### config.mk
export PLATFORM = sky130hd
export DESIGN_NAME = hazard_ctrl
export DESIGN_NICKNAME = d
export VERILOG_FILES = /design/src/rtl/hazard_ctrl_pkg.sv /design/src/rtl/hazard_ctrl_resp_latch.sv /design/src/rtl/hazard_ctrl.sv
export SDC_FILE = /design/constraint.sdc
export NUM_CORES = 1
export LEC_CHECK = 0
export ABC_AREA = 0
export CAP_MARGIN = 20
export CORE_MARGIN = 2
export CORE_UTILIZATION = 40
export CTS_CLUSTER_DIAMETER = 30
export CTS_CLUSTER_SIZE = 10
export DETAILED_ROUTE_END_ITERATION = 7
export PLACE_DENSITY = 0.77
export RECOVER_POWER = 50
export SETUP_SLACK_MARGIN = 0.5
export SLEW_MARGIN = 20
export SYNTH_ARGS = -nofsm -noshare
export SYNTH_HDL_FRONTEND = slang
export SYNTH_SLANG_ARGS = --single-unit
### constraint.sdc
create_clock -name clk -period 2.45 [get_ports clk]
set_clock_uncertainty 0.05 [all_clocks]
set_input_delay 0.735 -clock clk [delete_from_list [all_inputs] [get_ports clk]]
set_output_delay 0.735 -clock clk [all_outputs]
set_load 0.02 [all_outputs]
### src/rtl/hazard_ctrl_pkg.sv
// Shared types for the pipeline hazard controller.
package hazard_types;

  typedef enum logic {
    RUN      = 1'b0,
    MEM_WAIT = 1'b1
  } hazard_state_t;

endpackage

### src/rtl/hazard_ctrl_resp_latch.sv
// Per-cache done-flag latch: remembers an early response until the whole
// memory stall releases, so the request is not re-issued and data is replayed.
module resp_latch (
  input  logic clk,
  input  logic rst,
  input  logic req,
  input  logic resp,
  input  logic stall,
  output logic ok,
  output logic masked_req,
  output logic hold_load,
  output logic hold_sel
);

  logic done_q;

  always_ff @(posedge clk) begin
    if (rst) begin
      done_q <= 1'b0;
    end else if (!stall) begin
      done_q <= 1'b0;
    end else if (hold_load) begin
      done_q <= 1'b1;
    end
  end

  assign ok         = ~req | done_q | resp;
  assign masked_req = ~rst & req & ~done_q;
  assign hold_load  = ~rst & resp & stall;
  assign hold_sel   = ~rst & done_q;

endmodule

### src/rtl/hazard_ctrl.sv
// Pipeline hazard control: merges cache stalls, load-use bubbles and branch
// redirects into per-stage load/flush enables, with saturating perf counters.
module hazard_ctrl
  import hazard_types::*;
#(
  parameter int CNT_W = 32
) (
  input  logic             clk,
  input  logic             rst,
  input  logic             forward_stall,
  input  logic             br_redirect,
  input  logic             icache_req,
  input  logic             icache_resp,
  input  logic             dcache_req,
  input  logic             dcache_resp,
  output logic             icache_read_out,
  output logic             dcache_en_out,
  output logic             load_pc,
  output logic             load_ifid,
  output logic             load_idex,
  output logic             load_exmem,
  output logic             load_memwb,
  output logic             flush_ifid,
  output logic             flush_idex,
  output logic             bubble_exmem,
  output logic             ic_hold_load,
  output logic             ic_hold_sel,
  output logic             dc_hold_load,
  output logic             dc_hold_sel,
  output logic [CNT_W-1:0] stall_cycles,
  output logic [CNT_W-1:0] load_use_cnt,
  output logic [CNT_W-1:0] flush_cnt
);

  localparam logic [CNT_W-1:0] CNT_ONE = {{(CNT_W-1){1'b0}}, 1'b1};
  localparam logic [CNT_W-1:0] CNT_MAX = '1;

  hazard_state_t state, state_next;
  logic ic_ok, dc_ok, mem_stall;
  logic load_use_applied, flush_applied;

  resp_latch u_ic_latch (
    .clk        (clk),
    .rst        (rst),
    .req        (icache_req),
    .resp       (icache_resp),
    .stall      (mem_stall),
    .ok         (ic_ok),
    .masked_req (icache_read_out),
    .hold_load  (ic_hold_load),
    .hold_sel   (ic_hold_sel)
  );

  resp_latch u_dc_latch (
    .clk        (clk),
    .rst        (rst),
    .req        (dcache_req),
    .resp       (dcache_resp),
    .stall      (mem_stall),
    .ok         (dc_ok),
    .masked_req (dcache_en_out),
    .hold_load  (dc_hold_load),
    .hold_sel   (dc_hold_sel)
  );

  assign mem_stall = ~(ic_ok & dc_ok);

  // Redirect is ignored under a load-use bubble: the branch operands are not valid yet.
  assign load_use_applied = ~rst & ~mem_stall & forward_stall;
  assign flush_applied    = ~rst & ~mem_stall & ~forward_stall & br_redirect;

  always_comb begin
    load_pc      = 1'b1;
    load_ifid    = 1'b1;
    load_idex    = 1'b1;
    load_exmem   = 1'b1;
    load_memwb   = 1'b1;
    flush_ifid   = 1'b0;
    flush_idex   = 1'b0;
    bubble_exmem = 1'b0;
    if (rst) begin
      {load_pc, load_ifid, load_idex, load_exmem, load_memwb} = 5'b0;
      flush_ifid = 1'b1;
      flush_idex = 1'b1;
    end else if (mem_stall) begin
      {load_pc, load_ifid, load_idex, load_exmem, load_memwb} = 5'b0;
    end else if (forward_stall) begin
      load_pc      = 1'b0;
      load_ifid    = 1'b0;
      load_idex    = 1'b0;
      bubble_exmem = 1'b1;
    end else if (br_redirect) begin
      flush_ifid = 1'b1;
      flush_idex = 1'b1;
    end
  end

  always_comb begin
    state_next = state;
    case (state)
      RUN:      if (mem_stall) state_next = MEM_WAIT;
      MEM_WAIT: if (!mem_stall) state_next = RUN;
      default:  state_next = RUN;
    endcase
  end

  always_ff @(posedge clk) begin
    if (rst) begin
      state <= RUN;
    end else begin
      state <= state_next;
    end
  end

  // All three counters stick at all-ones rather than wrapping.
  always_ff @(posedge clk) begin
    if (rst) begin
      stall_cycles <= '0;
      load_use_cnt <= '0;
      flush_cnt    <= '0;
    end else begin
      if (mem_stall && stall_cycles != CNT_MAX) stall_cycles <= stall_cycles + CNT_ONE;
      if (load_use_applied && load_use_cnt != CNT_MAX) load_use_cnt <= load_use_cnt + CNT_ONE;
      if (flush_applied && flush_cnt != CNT_MAX) flush_cnt <= flush_cnt + CNT_ONE;
    end
  end

endmodule

==> results.py <==
metrics = {
    "run_status": {
        "status": "complete, no violations",
    },
    "placement": {
        "hpwl_um": 10400,
        "port_buffers": 117,
        "gp_congestion": 0.832,
        "post_dp_cell_area_um2": 7000,
        "numPlacedInstances": 916,
    },
    "synth": {
        "synthFlopType": "dfxtp_1",
        "seq_area_frac_synth": 0.381,
        "synth_area_leaders": "dfxtp_1, a21oi_1, nand3_1",
        "syn_nets": 626,
        "ys_warn_count": 0,
        "yosys-top-cells-count": "dfxtp_1, a21oi_1, nand3_1, o21ai_0, nand2_1",
        "synth.avg_cell_area_um2": 8.37,
        "synth_top_area_cell": "dfxtp_1",
        "yosysUniqueCellTypes": 57,
        "synth_edf_count": 0,
        "yosys_register_bits": 98,
        "yosysMostFrequentCell": "dfxtp_1",
        "syn_inst": 615,
        "ys_async_sr_fraction": 0,
        "yosysTopAreaCellShare": 0.381,
        "synth_area_um2": 5150,
    },
    "setup_path": {
        "cp.required_ns": 1.66,
        "ff2ff_setup_slack_ns": 0.14,
        "r2r-end": "flush_cnt[22]",
        "worst_path_largest_cell_delay_ns": 0.22,
        "cp.arrival_ns": 1.63,
        "cpMostUsedCell": "buf_6",
        "cp_max_fo": 3,
        "r2r_start": "flush_cnt[8]",
        "worstSetupPathType": "input port to primary output",
        "cp-end-kind": "primary output",
        "crit_chain": "buf_6, nor3b_4, buf_4, nor3_4, nand2_2, inv_4, buf_6",
        "worst-r2r-cell-count": 6,
        "cpMaxStageDelayCell": "nor3_4",
        "setup.worst_path.start_class": "input port",
    },
    "sta": {
        "tightest_slew_ns": 0.929,
        "relSlewSlack": 0.381,
        "max_freq_mhz": 414,
        "rsz0062_at_grt": "yes",
        "slew_viol_final": 0,
        "period_share": 0.986,
        "finalHoldViolations": 0,
        "post-route-min-period_ns": 2.42,
        "setup-violations-final": 0,
    },
    "floorplanning": {
        "std_cell_rows": 41,
        "io_pins": 118,
        "die_w_um": 117,
        "die_area_um2": 13800,
        "start_util": 0.410,
        "fp.dieH_um": 117,
        "core_area_um2": 12600,
    },
    "global_route": {
        "grt_pass1_wl_um": 27700,
        "antenna_found_initial": 0,
        "grt_use_total": 0.242,
        "grt_max_degree": 99,
        "grt_overflow": 0,
        "grt_pass1_vias": 5628,
    },
    "clock_tree": {
        "clockBufferDepth": 2,
        "clkSinkCount": 98,
        "htreeDepth": 3,
        "cts_inserted_buffers": 9,
        "clk_root_buffer_cell": "clkbuf_16",
        "clk_pin_slew_ns": 0.07,
        "cts_tree": "yes",
        "clk_latency_ns": 0.36,
    },
    "route": {
        "via_per_inst": 6.15,
        "postRouteAntennaNets": 0,
        "routed_wirelength_um": 20100,
        "vias": 6196,
        "drc_errors": 0,
        "drtIter0Drc": 530,
        "drt_pass1_iterations": 6,
        "wl_per_cell_um": 20.0,
    },
    "finish": {
        "diodes": 0,
        "drive_gt1_frac": 0.545,
        "layout.nets": 841,
        "final_util": 0.737,
        "layout.cells.non_filler": 1007,
        "design_area_um2": 9260,
        "synthToLayoutAreaGrowth_pct": 79.8,
    },
    "min_path": {
        "min_path_cells": 2,
        "min_to": "stall_cycles[21]",
        "hp-start": "stall_cycles[21]",
        "hold_path_class": "flop to flop",
    },
    "power": {
        "power_density_nw_per_um2": 379,
        "max-vdd-ir-drop_uv": 329,
        "leakage_nw": 3.43,
    },
    "flow_run": {
        "drv_cap": 0,
    },
}
==> state kept, by name (all words and copies together) (netlist names) <==
| name | count |
|---|---|
| flush_cnt | 32 |
| u_dc_latch.done_q | 1 |
| load_use_cnt | 32 |
| u_ic_latch.done_q | 1 |
| stall_cycles | 32 |
==> critical path: cells and delay by family <==
kind	cells	cell delay (ns)
buffers and inverters	4	0.41
and+or+nand+nor	3	0.47
==> placed cells by master, fill, tap and decap left out, types with 16 or more instances in the layout <==
master and n:
nor2_1 31, nand2_1 30, a21oi_2 46, nor2b_1 17, dfxtp_2 38, nor4_4 16
o21ai_1 16, buf_4 66, dfxtp_4 18, dfxtp_1 42, a21oi_1 19, nand3_1 28
buf_6 56, or3_1 19, dlygate4sd2_1 65, mux2_4 17, nand4_1 26, or4_4 24
or3_4 21, o21ai_0 19
==> worst max path at each step <==
| stage | cells past startpoint | start | slack [ns] | endpoint |
|---|---|---|---|---|
| after floorplan | 7 | icache_req | 0.08 | load_use_cnt[21] |
| after global placement | 5 | icache_resp | -0.81 | flush_idex |
| after detailed placement | 7 | dcache_resp | -0.83 | bubble_exmem |
| after CTS | 7 | dcache_req | 0.02 | bubble_exmem |
| after global routing | 7 | icache_req | -0.03 | bubble_exmem |
| final | 7 | icache_req | 0.03 | bubble_exmem |
==> layer usage <==
layer	wire (um)	global-route usage	vias up
li1	-	-	2800
met4	868	0.113	0
met5	0	0	-
met3	928	0.0363	82
met2	10500	0.427	281
met1	7880	0.290	3033
==> through the flow <==
step	power (mW)	hold slack (ns)	setup slack, ns	setup TNS, ns
finish	3.51	0.436	0.0342	0
global route	3.60	0.453	-0.0252	-0.0338
CTS	3.42	0.443	0.0222	0
detailed placement	1.88	0.435	-0.832	-47.57
global placement	1.87	0.426	-0.811	-42.79
floorplan	1.79	0.460	0.0788	0
==> where the power goes <==
| group | switching (mW) | leakage (nW) | internal [mW] | total (mW) |
|---|---|---|---|---|
| combinational | 0.205 | 2.45 | 0.198 | 0.403 |
| sequential | 0.0116 | 0.824 | 1.58 | 1.59 |
| clock | 0.665 | 0.153 | 0.849 | 1.51 |
==> final cells by class <==
| type | count | area [um2] |
|---|---|---|
| clock buffer | 12 | 256 |
| tap | 172 | 215 |
| inverter | 10 | 40.0 |
| multi-input combinational | 475 | 4360 |
| fill | 853 | 3310 |
| sequential | 98 | 2080 |
| timing repair buffer | 236 | 2260 |
| clock inverter | 4 | 47.5 |
==> logic make-up (layout without fill, tap and decap cells) <==
kind of cell               after synthesis  after routing  share of synthesized area
AOI/OAI and AO/OA                      156            158                      0.188
xor gates and xnor gates                 4              4                    0.00681
adders and majority gates                3              3                    0.00729
buffers and inverters                   44            262                     0.0433
DFF                                     98             98                      0.381
muxes                                   18             18                     0.0391
and+or+nand+nor                        292            292                      0.334
==> what timing repair did <==
action / in CTS / in global routing
gates resized for setup: 357 / 258
buffers inserted: 39 / 30
cloned: 4 / 2
hold buffers: 0 / 0
setup endpoints to repair: 206 / 145
pin swaps: 64 / 72
Power figures use the tool's default switching activity.
==> patch 1 (same flow settings) <==
`CNT_W`: 32 -> 36.
--- a/src/rtl/hazard_ctrl.sv
+++ b/src/rtl/hazard_ctrl.sv
@@ -3,7 +3,7 @@
 module hazard_ctrl
   import hazard_types::*;
 #(
-  parameter int CNT_W = 32
+  parameter int CNT_W = 36
 ) (
   input  logic             clk,
   input  logic             rst,
Ports: changed (resized flush_cnt, load_use_cnt and stall_cycles); port bits go from 118 to 130. The function was not compared with the original's and may differ.
==> patch 1 against the original RTL <==
- cell area is 19% higher
- core utilization up 1.7 points
- area after synthesis increased by 17%
- sequential cell count is 12 higher
- wire length grew 27%
- critical path type is now input pin to flip-flop
- synthesized cell count is 20% higher
- worst setup slack better by 0.014 ns
- largest power group unchanged
- critical path depth is 3 higher
- sequential share of layout area decreased by 1.9 points
- final cell count increased by 23%
- power is 12% higher
==> patch 1: results (changes against the original RTL) <==
status=finished clean; register area=2260 sq um (+8.8%); Netlist cell types=60 (+5.3%); vias in the first global route=6911 (+23%); GR Layer Usage met3=6.12% (+2.5 points); Non-clk invs=14 (+4); post-synthesis sequential area ratio=36.5% (-1.6 points); multi-input logic area=4870 sq um (+12%); cts repair resizes=449 (+26%); post-CTS setup buffer count=54 (+38%); Met2 Wirelength=12700 um (+22%); Routability Congestion=0.870 (+4.6%); post-DR wirelength/cell=20.7 um (+3.5%); Die X=127 um (+8.0%); biggest regs=flush_cnt: 36 flops, load_use_cnt: 36 flops, stall_cycles: 36 flops; Static Leak=4.11 nW (+20%); Critical Path Fanout Max=7 (+4); Signal buf overhead=29.8% (+5.3 points); slowest stage delay, CP=0.41 ns (+0.19 ns); met2 GRT Util=45.0% (+2.2 points); Slew Limit Headroom=59.0% (+21 points); M1 WL=10300 um (+31%); Synth area leaders=dfxtp_1, nand4_1, a21oi_1, or4_1, o31ai_1; Async S/R FF share, synth=0% (unchanged); Vias/cell=6.25 (+1.5%); first-pass GRT wire length=36000 um (+30%); number of enable flip-flop cells after synthesis=0 (unchanged); worst path arrival time=2.64 ns (+1.01 ns); Peak supply drop=0.516 mV (+57%); Synth Register Bits=110 (+12%); Total GRT Usage=27.3% (+3.0 points); fraction of area in multi-input gates=44.1% (-2.9 points); ClkCell Share=3.03% (-0.26 points); fraction of layout cells with a size suffix above 1=46.1% (-8.4 points); Iteration-0 DRC Markers=661 (+25%); Post-Place Cell Area=8560 sq um (+22%); Post-Synthesis Cells=737 (+20%); Multi-input comb cells=565 (+19%); n_diodes=0 (unchanged); met1 Resource Use GR=34.7% (+5.7 points); fin nets=1060 (+26%); commonest cells in the netlist=dfxtp_1, a21oi_1, nor2_1; Place WS=-0.792 ns (+0.0402 ns); Buffers excl. clock=349 (+48%); highest metal used=met4; PD cells=357 nW/um^2 (-5.8%); clkbuf count=11 (-1); Final HPWL DP=13300 um (+28%); Clk network pwr share=42.2% (-0.9 points); fillers=960 (+13%); Vias=7735 (+25%); syn_nets=748 (+19%); CP max stage cell=or3b_4; switching fraction of total power=24.4% (-0.76 points); IO Port Bufs=129 (+10%); met3 routed WL=1630 um (+76%); Comb group=0.000482 W (+20%)
## patch 1: final timing paths
check	start	end	slack (ns)	depth (start not counted)
max reg2reg	flush_cnt[9]	flush_cnt[14]	0.06	8
min reg2reg	load_use_cnt[19]	load_use_cnt[19]	0.47	2
min	load_use_cnt[19]	load_use_cnt[19]	0.47	2
max	dcache_resp	stall_cycles[8]	0.05	10
## patch 1: worst max-delay path: cells and delay by family
family	cells	cell delay, ns
AND/OR/NAND/NOR	3	0.95
buffers and inverters	5	0.63
AO/OA/AOI/OAI	2	0.32
## patch 1: cells by family after synthesis
| family | after synthesis | synth area share [%] |
|---|---|---|
| AND/OR/NAND/NOR | 364 | 34.6 |
| AO/OA/AOI/OAI | 171 | 19.0 |
| flip-flops | 110 | 36.5 |
| buffers and inverters | 62 | 4.87 |
| multiplexers | 15 | 2.76 |
| XOR/XNOR | 12 | 1.74 |
| adder cells (fa/ha/maj) | 3 | 0.622 |
==> patch 2 (config.mk and constraints unchanged) <==
Without the edit above. Register the output `flush_cnt` once more, without a reset; this adds one clock of latency there. The other outputs are not delayed to match.
--- a/src/rtl/hazard_ctrl.sv
+++ b/src/rtl/hazard_ctrl.sv
@@ -34,6 +34,8 @@
 
   localparam logic [CNT_W-1:0] CNT_ONE = {{(CNT_W-1){1'b0}}, 1'b1};
   localparam logic [CNT_W-1:0] CNT_MAX = '1;
+
+  logic [CNT_W-1:0] flush_cnt_s0;
 
   hazard_state_t state, state_next;
   logic ic_ok, dc_ok, mem_stall;
@@ -117,12 +119,16 @@
     if (rst) begin
       stall_cycles <= '0;
       load_use_cnt <= '0;
-      flush_cnt    <= '0;
+      flush_cnt_s0 <= '0;
     end else begin
       if (mem_stall && stall_cycles != CNT_MAX) stall_cycles <= stall_cycles + CNT_ONE;
       if (load_use_applied && load_use_cnt != CNT_MAX) load_use_cnt <= load_use_cnt + CNT_ONE;
-      if (flush_applied && flush_cnt != CNT_MAX) flush_cnt <= flush_cnt + CNT_ONE;
+      if (flush_applied && flush_cnt_s0 != CNT_MAX) flush_cnt_s0 <= flush_cnt_s0 + CNT_ONE;
     end
+  end
+
+  always_ff @(posedge clk) begin
+    flush_cnt <= flush_cnt_s0;
   end
 
 endmodule
Function: changed (Yosys sat finds a counterexample within 4 cycles, from zero or initial values and one cycle with rst high).
==> patch 2 against the original RTL <==
- cell area grew 0.77%
- power grew 43%
- worst setup slack gained 0.055 ns
- count of clock-buffer cells in the layout grew 8
- fmax grew 2.3%
- sequential cell count grew 32
- non-clock buffer count shrank 8
- sequential share of layout area grew 6.0 points
- wire length shrank 5.0%
- area after synthesis grew 12%
- largest cell class unchanged
==> patch 2: results (changes against the original RTL) <==
xor/xnor share of the synthesized area=1.21% (+0.53 points); largest net degree at the start of global routing=43 (-57%); worst path arrival time=1.58 ns (-0.05 ns); Slew @ Worst Pin=0.486 ns (-0.443 ns); Post-Synth Adder-Cell Area=0.650% (-0.079 points); fillers=1043 (+22%); ClkCell Share=6.37% (+3.1 points); GR Layer Usage met3=5.31% (+1.7 points); Internal Pwr Total=0.00382 W (+45%); clkbuf count=20 (+8); Buffers excl. clock=228 (-3.4%); met2 GRT Util=39.7% (-3.0 points); status=finished clean; die area=15400 sq um (+12%); CP max stage cell=nor3b_2; post-synthesis mux area share=3.86% (-0.053 points); Place WS=-0.802 ns (+0.0294 ns); vias in the first global route=5738 (+2.0%); Synth area leaders=dfxtp_1, a21oi_1, or3_1, nand4_1, o21ai_0; post-synthesis compound-gate area fraction=16.2% (-2.6 points); final instance area=9330 sq um (+0.77%); Comb pwr share=6.8% (-4.7 points); fraction of layout cells with a size suffix above 1=40.5% (-14 points); syn_area_per_cell=8.91 sq um (+6.4%); post-synthesis sequential area ratio=45.1% (+7.0 points); commonest cells in the netlist=dfxtp_1, a21oi_1, nand2_1; Static Leak=3.41 nW (-0.67%); Total GRT Usage=23.3% (-0.97 points); clock sinks=130 (+33%); met1 Resource Use GR=27.9% (-1.1 points); Routability Congestion=0.877 (+5.4%); Non-clk invs=9 (-1); cts repair resizes=390 (+9.2%); WL final=19100 um (-5.0%)
patch 2: cell count changes after synthesis, moves of 7 or more:
| cell | before | now |
|---|---|---|
| or3_1 | 30 | 40 |
| nand3_1 | 43 | 33 |
| a21oi_1 | 65 | 52 |
| or3_2 | 9 | 0 |
| nor2_1 | 33 | 42 |
| nor3_1 | 4 | 12 |
| dfxtp_1 | 98 | 130 |
| o211ai_1 | 2 | 10 |
| o31ai_1 | 22 | 15 |
patch 2: final timing paths:
check	to	slack (ns)	startpoint	depth (start not counted)
setup reg to reg	stall_cycles[7]	0.13	stall_cycles[1]	7
hold reg to reg	flush_cnt[19]	0.34	flush_cnt_s0[19]	0
hold / removal	flush_cnt[19]	0.34	flush_cnt_s0[19]	0
setup / recovery	bubble_exmem	0.09	dcache_req	7
patch 2: layer usage:
layer,share of wire [%],vias to the layer above,wire length [um]
li1,-,2885,-
met2,51,284,9830
met5,0,-,0
met4,2.8,0,535
met3,6.1,50,1170
met1,40,2974,7600
